==> src/rtl/uart_config_fsm_pkg.sv <==
// Shared types and constants for the UART runtime-configuration front end.
// A configuration packet is {dont_care[3:0], option[1:0], id[1:0]}.
package uart_config_fsm_pkg;

   localparam logic [7:0] SYN = 8'h16;
   localparam int SYN_NUMBER = 3;
   localparam int unsigned CONFIG_TIMEOUT_DEFAULT = 10_000_000;

   typedef enum logic [1:0] {
      END_CONFIGURATION_ID = 2'd0,
      DATA_WIDTH_ID        = 2'd1,
      PARITY_MODE_ID       = 2'd2,
      STOP_BITS_ID         = 2'd3
   } packet_id_e;

   typedef enum logic [1:0] {DW_5BIT, DW_6BIT, DW_7BIT, DW_8BIT} data_width_e;
   typedef enum logic [1:0] {DISABLED1, PM_EVEN, PM_ODD, DISABLED2} parity_mode_e;
   typedef enum logic [1:0] {SB_1BIT, SB_2BIT, RESERVED1, RESERVED2} stop_bits_e;

   typedef struct packed {
      data_width_e  data_width;
      parity_mode_e parity_mode;
      stop_bits_e   stop_bits;
   } uart_config_s;

   localparam uart_config_s STD_CONFIGURATION = '{data_width: DW_8BIT,
                                                  parity_mode: DISABLED1,
                                                  stop_bits: SB_1BIT};

   typedef struct packed {
      logic [3:0] dont_care;
      logic [1:0] option;
      packet_id_e id;
   } cfg_packet_s;

   typedef union packed {
      logic [7:0]  raw;
      cfg_packet_s cfg_packet;
   } data_packet_u;

   typedef enum logic [1:0] {MAIN, CONFIG, SEND_ACK} config_fsm_state_e;

   function automatic packet_id_e pkt_id(input logic [7:0] b);
      data_packet_u p;
      p.raw = b;
      return p.cfg_packet.id;
   endfunction

   function automatic logic [1:0] pkt_option(input logic [7:0] b);
      data_packet_u p;
      p.raw = b;
      return p.cfg_packet.option;
   endfunction

   // Reserved stop-bit encodings are the only packets rejected.
   function automatic logic pkt_legal(input logic [7:0] b);
      return !((pkt_id(b) == STOP_BITS_ID) &&
               ((pkt_option(b) == 2'(RESERVED1)) || (pkt_option(b) == 2'(RESERVED2))));
   endfunction

endpackage

==> src/rtl/uart_config_fsm_syn_detector.sv <==
// Counts consecutive SYN bytes while enabled; o_match flags the byte that completes the run.
module uart_syn_detector
   import uart_config_fsm_pkg::*;
(
   input  logic       clk_i,
   input  logic       rst_n_i,
   input  logic       i_en,
   input  logic       i_valid,
   input  logic [7:0] i_data,
   output logic       o_match
);

   localparam int CW = $clog2(SYN_NUMBER + 1);

   logic [CW-1:0] r_syn_cnt;
   logic          w_is_syn;

   assign w_is_syn = i_en && i_valid && (i_data == SYN);
   assign o_match  = w_is_syn && (r_syn_cnt == CW'(SYN_NUMBER - 1));

   always_ff @(posedge clk_i or negedge rst_n_i) begin
      if (!rst_n_i) begin
         r_syn_cnt <= '0;
      end else if (i_en && i_valid) begin
         if (o_match || !w_is_syn) r_syn_cnt <= '0;
         else                      r_syn_cnt <= r_syn_cnt + 1'b1;
      end
   end

endmodule

==> src/rtl/uart_config_fsm.sv <==
// Runtime-configuration front end: forwards RX bytes in MAIN, decodes and echoes config
// packets after a SYN run, and commits the new framing only once the END ack has gone out.
//
// state    | meaning
// MAIN     | normal traffic, bytes forwarded, SYN run watched
// CONFIG   | decoding packets into the shadow config, timeout running
// SEND_ACK | echo byte held on tx until tx_done_i, timeout frozen
module uart_config_fsm
   import uart_config_fsm_pkg::*;
#(
   parameter int unsigned CONFIG_TIMEOUT = CONFIG_TIMEOUT_DEFAULT
) (
   input  logic       clk_i,
   input  logic       rst_n_i,
   input  logic [7:0] rx_data_i,
   input  logic       rx_valid_i,
   output logic [7:0] rx_fwd_data_o,
   output logic       rx_fwd_valid_o,
   output logic [7:0] tx_data_o,
   output logic       tx_req_o,
   input  logic       tx_done_i,
   output logic [5:0] config_o,
   output logic       config_active_o,
   output logic       config_req_o,
   output logic       config_fail_o
);

   localparam int TW = $clog2(CONFIG_TIMEOUT);

   config_fsm_state_e r_state, w_state_nxt;
   uart_config_s      r_config, w_config_nxt, r_shadow, w_shadow_nxt;
   logic [TW-1:0]     r_tmo_cnt, w_tmo_cnt_nxt;
   logic [7:0]        r_fwd_data, w_fwd_data_nxt, r_tx_data, w_tx_data_nxt;
   logic              r_fwd_valid, w_fwd_valid_nxt, r_tx_req, w_tx_req_nxt;
   logic              r_cfg_req, w_cfg_req_nxt, r_cfg_fail, w_cfg_fail_nxt;
   logic              r_is_end, w_is_end_nxt, r_active;
   logic              w_syn_match, w_pkt_legal, w_tmo_hit;
   packet_id_e        w_pkt_id;
   logic [1:0]        w_pkt_opt;

   uart_syn_detector u_syn_detector (
      .clk_i   (clk_i),
      .rst_n_i (rst_n_i),
      .i_en    (r_state == MAIN),
      .i_valid (rx_valid_i),
      .i_data  (rx_data_i),
      .o_match (w_syn_match)
   );

   assign w_pkt_id    = pkt_id(rx_data_i);
   assign w_pkt_opt   = pkt_option(rx_data_i);
   assign w_pkt_legal = pkt_legal(rx_data_i);
   // Abort on the clock where the idle count would reach CONFIG_TIMEOUT-1.
   assign w_tmo_hit   = (r_tmo_cnt == TW'(CONFIG_TIMEOUT - 2));

   always_ff @(posedge clk_i or negedge rst_n_i) begin
      if (!rst_n_i) begin
         r_state     <= MAIN;
         r_config    <= STD_CONFIGURATION;
         r_shadow    <= STD_CONFIGURATION;
         r_tmo_cnt   <= '0;
         r_fwd_data  <= '0;
         r_fwd_valid <= 1'b0;
         r_tx_data   <= '0;
         r_tx_req    <= 1'b0;
         r_cfg_req   <= 1'b0;
         r_cfg_fail  <= 1'b0;
         r_is_end    <= 1'b0;
         r_active    <= 1'b0;
      end else begin
         r_state     <= w_state_nxt;
         r_config    <= w_config_nxt;
         r_shadow    <= w_shadow_nxt;
         r_tmo_cnt   <= w_tmo_cnt_nxt;
         r_fwd_data  <= w_fwd_data_nxt;
         r_fwd_valid <= w_fwd_valid_nxt;
         r_tx_data   <= w_tx_data_nxt;
         r_tx_req    <= w_tx_req_nxt;
         r_cfg_req   <= w_cfg_req_nxt;
         r_cfg_fail  <= w_cfg_fail_nxt;
         r_is_end    <= w_is_end_nxt;
         r_active    <= (w_state_nxt != MAIN);
      end
   end

   always_comb begin
      w_state_nxt = r_state;
      case (r_state)
         MAIN:     if (w_syn_match) w_state_nxt = CONFIG;
         CONFIG: begin
            if (rx_valid_i) begin
               if (w_pkt_legal) w_state_nxt = SEND_ACK;
            end else if (w_tmo_hit) begin
               w_state_nxt = MAIN;
            end
         end
         SEND_ACK: if (tx_done_i) w_state_nxt = r_is_end ? MAIN : CONFIG;
         default:  w_state_nxt = MAIN;
      endcase
   end

   always_comb begin
      w_fwd_valid_nxt = 1'b0;
      w_fwd_data_nxt  = r_fwd_data;
      w_tx_req_nxt    = r_tx_req;
      w_tx_data_nxt   = r_tx_data;
      w_cfg_req_nxt   = 1'b0;
      w_cfg_fail_nxt  = 1'b0;
      w_config_nxt    = r_config;
      w_shadow_nxt    = r_shadow;
      w_is_end_nxt    = r_is_end;
      w_tmo_cnt_nxt   = r_tmo_cnt;
      case (r_state)
         MAIN: begin
            if (rx_valid_i) begin
               w_fwd_valid_nxt = 1'b1;
               w_fwd_data_nxt  = rx_data_i;
            end
            if (w_syn_match) begin
               w_cfg_req_nxt = 1'b1;
               w_shadow_nxt  = r_config;
               w_tmo_cnt_nxt = '0;
            end
         end
         CONFIG: begin
            if (rx_valid_i) begin
               w_tmo_cnt_nxt = '0;
               if (w_pkt_legal) begin
                  case (w_pkt_id)
                     DATA_WIDTH_ID:        w_shadow_nxt.data_width  = data_width_e'(w_pkt_opt);
                     PARITY_MODE_ID:       w_shadow_nxt.parity_mode = parity_mode_e'(w_pkt_opt);
                     STOP_BITS_ID:         w_shadow_nxt.stop_bits   = stop_bits_e'(w_pkt_opt);
                     END_CONFIGURATION_ID: w_shadow_nxt = r_shadow;
                     default:              w_shadow_nxt = r_shadow;
                  endcase
                  w_tx_data_nxt = rx_data_i;
                  w_tx_req_nxt  = 1'b1;
                  w_is_end_nxt  = (w_pkt_id == END_CONFIGURATION_ID);
               end else begin
                  w_cfg_fail_nxt = 1'b1;
               end
            end else if (w_tmo_hit) begin
               w_cfg_fail_nxt = 1'b1;
               w_tmo_cnt_nxt  = '0;
            end else begin
               w_tmo_cnt_nxt = r_tmo_cnt + 1'b1;
            end
         end
         SEND_ACK: begin
            if (rx_valid_i) w_cfg_fail_nxt = 1'b1;
            if (tx_done_i) begin
               w_tx_req_nxt = 1'b0;
               // The ack left in the old framing; only now switch to the new one.
               if (r_is_end) w_config_nxt  = r_shadow;
               else          w_tmo_cnt_nxt = '0;
            end
         end
         default: ;
      endcase
   end

   assign rx_fwd_data_o   = r_fwd_data;
   assign rx_fwd_valid_o  = r_fwd_valid;
   assign tx_data_o       = r_tx_data;
   assign tx_req_o        = r_tx_req;
   assign config_o        = r_config;
   assign config_active_o = r_active;
   assign config_req_o    = r_cfg_req;
   assign config_fail_o   = r_cfg_fail;

endmodule

==> config.mk <==
export PLATFORM = sky130hd
export DESIGN_NAME = uart_config_fsm
export DESIGN_NICKNAME = d
export VERILOG_FILES = /design/src/rtl/uart_config_fsm_pkg.sv /design/src/rtl/uart_config_fsm_syn_detector.sv /design/src/rtl/uart_config_fsm.sv
export SDC_FILE = /design/constraint.sdc
export NUM_CORES = 1
export LEC_CHECK = 0
export CAP_MARGIN = 20
export CORE_MARGIN = 4
export CORE_UTILIZATION = 50
export CTS_CLUSTER_SIZE = 14
export DETAILED_ROUTE_END_ITERATION = 16
export GPL_TIMING_DRIVEN = 0
export PLACE_DENSITY = 0.76
export SLEW_MARGIN = 25
export SYNTH_ARGS = -nofsm -noshare
export SYNTH_HDL_FRONTEND = slang
export SYNTH_SLANG_ARGS = --single-unit
==> constraint.sdc <==
create_clock -name clk_i -period 2.4 [get_ports clk_i]
set_clock_uncertainty 0.1 [all_clocks]
set_input_delay 0.6 -clock clk_i [delete_from_list [all_inputs] [get_ports clk_i]]
set_output_delay 0.6 -clock clk_i [all_outputs]
set_load 0.01 [all_outputs]
==> flow_metrics.env <==
export IMPL_status="completed"
export IMPL_synth_seq_cells=62
export IMPL_synth_main_ff_cell="dfrtp_1"
export IMPL_io_buffers=36
export IMPL_yosysTopAreaCell="dfrtp_1"
export IMPL_cts_tree="yes"
export IMPL_rsz0062_at_grt="no"
export IMPL_drive_gt1_frac=0.2005
export IMPL_synth_edf_count=0
export IMPL_relSlewSlack=0.4618
export IMPL_overflow=0
export IMPL_die_y_um=88.04
export IMPL_synth_cell_types=50
export IMPL_arrival_ns=2.45
export IMPL_ys_warn_count=0
export IMPL_critPathKind="primary input to flop"
export IMPL_startpoint_type="primary input"
export IMPL_drv_cap=0
export IMPL_drc_errors=0
export IMPL_fin_nets=408
export IMPL_fp_dieW_um=88.04
export IMPL_post_route_period_util=0.9522
export IMPL_grt_pass1_wl_mm=13.32
export IMPL_clock_path_buffers=2
export IMPL_dr_pass1_iters=4
export IMPL_yosysTopAreaCellShare=0.4531
export IMPL_p_per_area_mw_per_mm2=931.0
export IMPL_final_core_util=0.6598
export IMPL_wirelength_mm=7.640
export IMPL_setup_violations=0
export IMPL_yosysSeqAreaShare=0.4859
export IMPL_reg2reg_slack_ns=0.13
export IMPL_antenna_found_initial=0
export IMPL_dp_hpwl_mm=5.330
export IMPL_drtIter0Drc=143
export IMPL_post_drt_via_cell_ratio=5.878
export IMPL_stdcell_count=469
export IMPL_cts_buffers=9
export IMPL_fp_coreArea_mm2=0.006061
export IMPL_place_congestion=0.8397
export IMPL_synth_commonest_cells="dfrtp_1 (58), nand2_1 (44), nor2_1 (22)"
export IMPL_h_tree_depth=3
export IMPL_ir_drop_v=0.0006037
export IMPL_area_growth_pct=24.84
export IMPL_slew_viol_final=0
export IMPL_synthesis_area_mm2=0.003203
export IMPL_std_cell_rows=28
export IMPL_fill_cells=484
export IMPL_grt_max_degree=38
export IMPL_yosysMostFrequentCell="dfrtp_1"
export IMPL_cts_sinks=62
export IMPL_reg2regPathDepth=8
export IMPL_synth_area_leaders="dfrtp_1 (45%), nand2_1 (5.2%), mux2_2 (4.6%)"
export IMPL_initial_core_util=0.5285
export IMPL_worst_path_max_fanout=5
export IMPL_clk_latency_ns=0.34
export IMPL_crit_required_ns=2.56
export IMPL_syn_avg_cell_area_um2=9.590
export IMPL_cp_end_kind="flop"
export IMPL_dp_cells=446
export IMPL_grt_usage=0.2196
export IMPL_power_leakage_uw=0.001751
export IMPL_worst_slew_pin_slew_ns=0.7999
export IMPL_grt_pass1_vias=2727
export IMPL_async_reset_ff_frac=1.000
export IMPL_io_pins=39
export IMPL_diodes=0
export IMPL_syn_nets=353
export IMPL_hp_class="primary input to asynchronous set/reset pin"
export IMPL_power_uw=3723
export IMPL_hold_viol=0
export IMPL_clk_pin_slew_worst_paths_ns=0.08
export IMPL_timing_fmax_mhz=437.6
export IMPL_ant_nets=0
export IMPL_dieArea_mm2=0.007751
export IMPL_netlist_instances=334
export IMPL_vias=2757
export IMPL_fin_crit_ns=2.285
export IMPL_wl_per_cell_um=16.29
export IMPL_clock_root_buffer="clkbuf_8"
-- state kept, by name, summed over array words and instances, names as in the netlist --
register	count
config_active_o	1
config_fail_o	1
config_o	6
config_req_o	1
r_is_end	1
r_shadow	6
r_state	2
r_tmo_cnt	24
rx_fwd_data_o	8
rx_fwd_valid_o	1
tx_data_o	8
tx_req_o	1
u_syn_detector.r_syn_cnt	2
-- cell type report --
type | instances | area (um^2) | area share
sequential | 62 | 1556 | 0.3892
clock buffer | 10 | 137.6 | 0.03442
clock inverter | 6 | 68.82 | 0.01721
inverter | 15 | 56.30 | 0.01408
tap | 75 | 93.84 | 0.02347
buffer | 12 | 80.08 | 0.02003
timing repair buffer | 46 | 412.9 | 0.1033
multi-input combinational | 243 | 1593 | 0.3983
-- per-layer routing --
layer / vias to the layer above / global-route usage / part of all wire
li1: 1339 / - / -
met1: 1345 / 0.3144 / 0.47
met2: 63 / 0.3349 / 0.46
met3: 10 / 0.04233 / 0.052
met4: 0 / 0.07555 / 0.013
met5: - / 0 / 0
-- report_power, final --
part           internal [uW]  switching, uW  total (uW)
clock                    515            440         954
sequential              1260            109        1360
combinational            716            688        1400
-- logic make-up after synthesis --
kind of cell             Yosys count  share of synthesized area
flip-flops                        62                     0.4859
AO/OA/AOI/OAI                     74                     0.1648
adder cells (fa/ha/maj)            7                    0.02734
buffers and inverters             29                    0.03750
AND/OR/NAND/NOR                  149                     0.2387
multiplexers                      13                    0.04570
-- worst max-delay path: stages --
cell and delay (ns):
clkbuf_2 0.12, or4b_4 0.56, o41ai_4 0.39, nand2_2 0.14, buf_6 0.16, or4_1 0.39, o21ai_1 0.09
-- through the flow --
step | setup WS, ns | hold WS [ns] | area, um^2 | TNS, ns
3_5_place_dp | -0.8209 | 0.3610 | 3699 | -22.97
6_report | 0.1147 | 0.05607 | 3999 | 0
3_3_place_gp | -1.346 | 0.3598 | 3681 | -103.08
4_1_cts | 0.002153 | 0.05887 | 3946 | 0
5_1_grt | 0.0008542 | 0.07387 | 3999 | 0
2_1_floorplan | -0.03084 | 0.2044 | 3227 | -0.06167
-- timing repair --
item | 4_1_cts | 5_1_grt
hold buffers | 0 | 0
setup buffers | 3 | 4
gates cloned | 1 | 1
pin swaps | 2 | 3
endpoints found under the setup margin | 32 | 30
gates resized for setup | 17 | 25
-- placed cells by master (no fill, tap or decap), types with 7 or more instances in the layout --
| cell | instances |
|---|---|
| dfrtp_1 | 58 |
| nand2_1 | 43 |
| clkdlybuf4s50_1 | 28 |
| nor2_1 | 21 |
| nand3_1 | 16 |
| inv_1 | 14 |
| a21oi_1 | 13 |
| mux2_2 | 13 |
| o21ai_0 | 12 |
| nor3_1 | 12 |
| buf_4 | 10 |
| clkbuf_8 | 10 |
| a22o_1 | 8 |
| nor4_1 | 7 |
| nand4_1 | 7 |
-- worst paths after layout --
path | start | to
hold reg to reg | tx_data_o[3] | tx_data_o[3]
max in group asynchronous | rst_n_i | r_shadow[4]
hold / removal | rst_n_i | r_shadow[0]
min in group clk_i | tx_data_o[3] | tx_data_o[3]
setup reg to reg | r_tmo_cnt[0] | r_tmo_cnt[11]
setup / recovery | rx_data_i[5] | r_tmo_cnt[19]
Power figures use the tool's default switching activity.
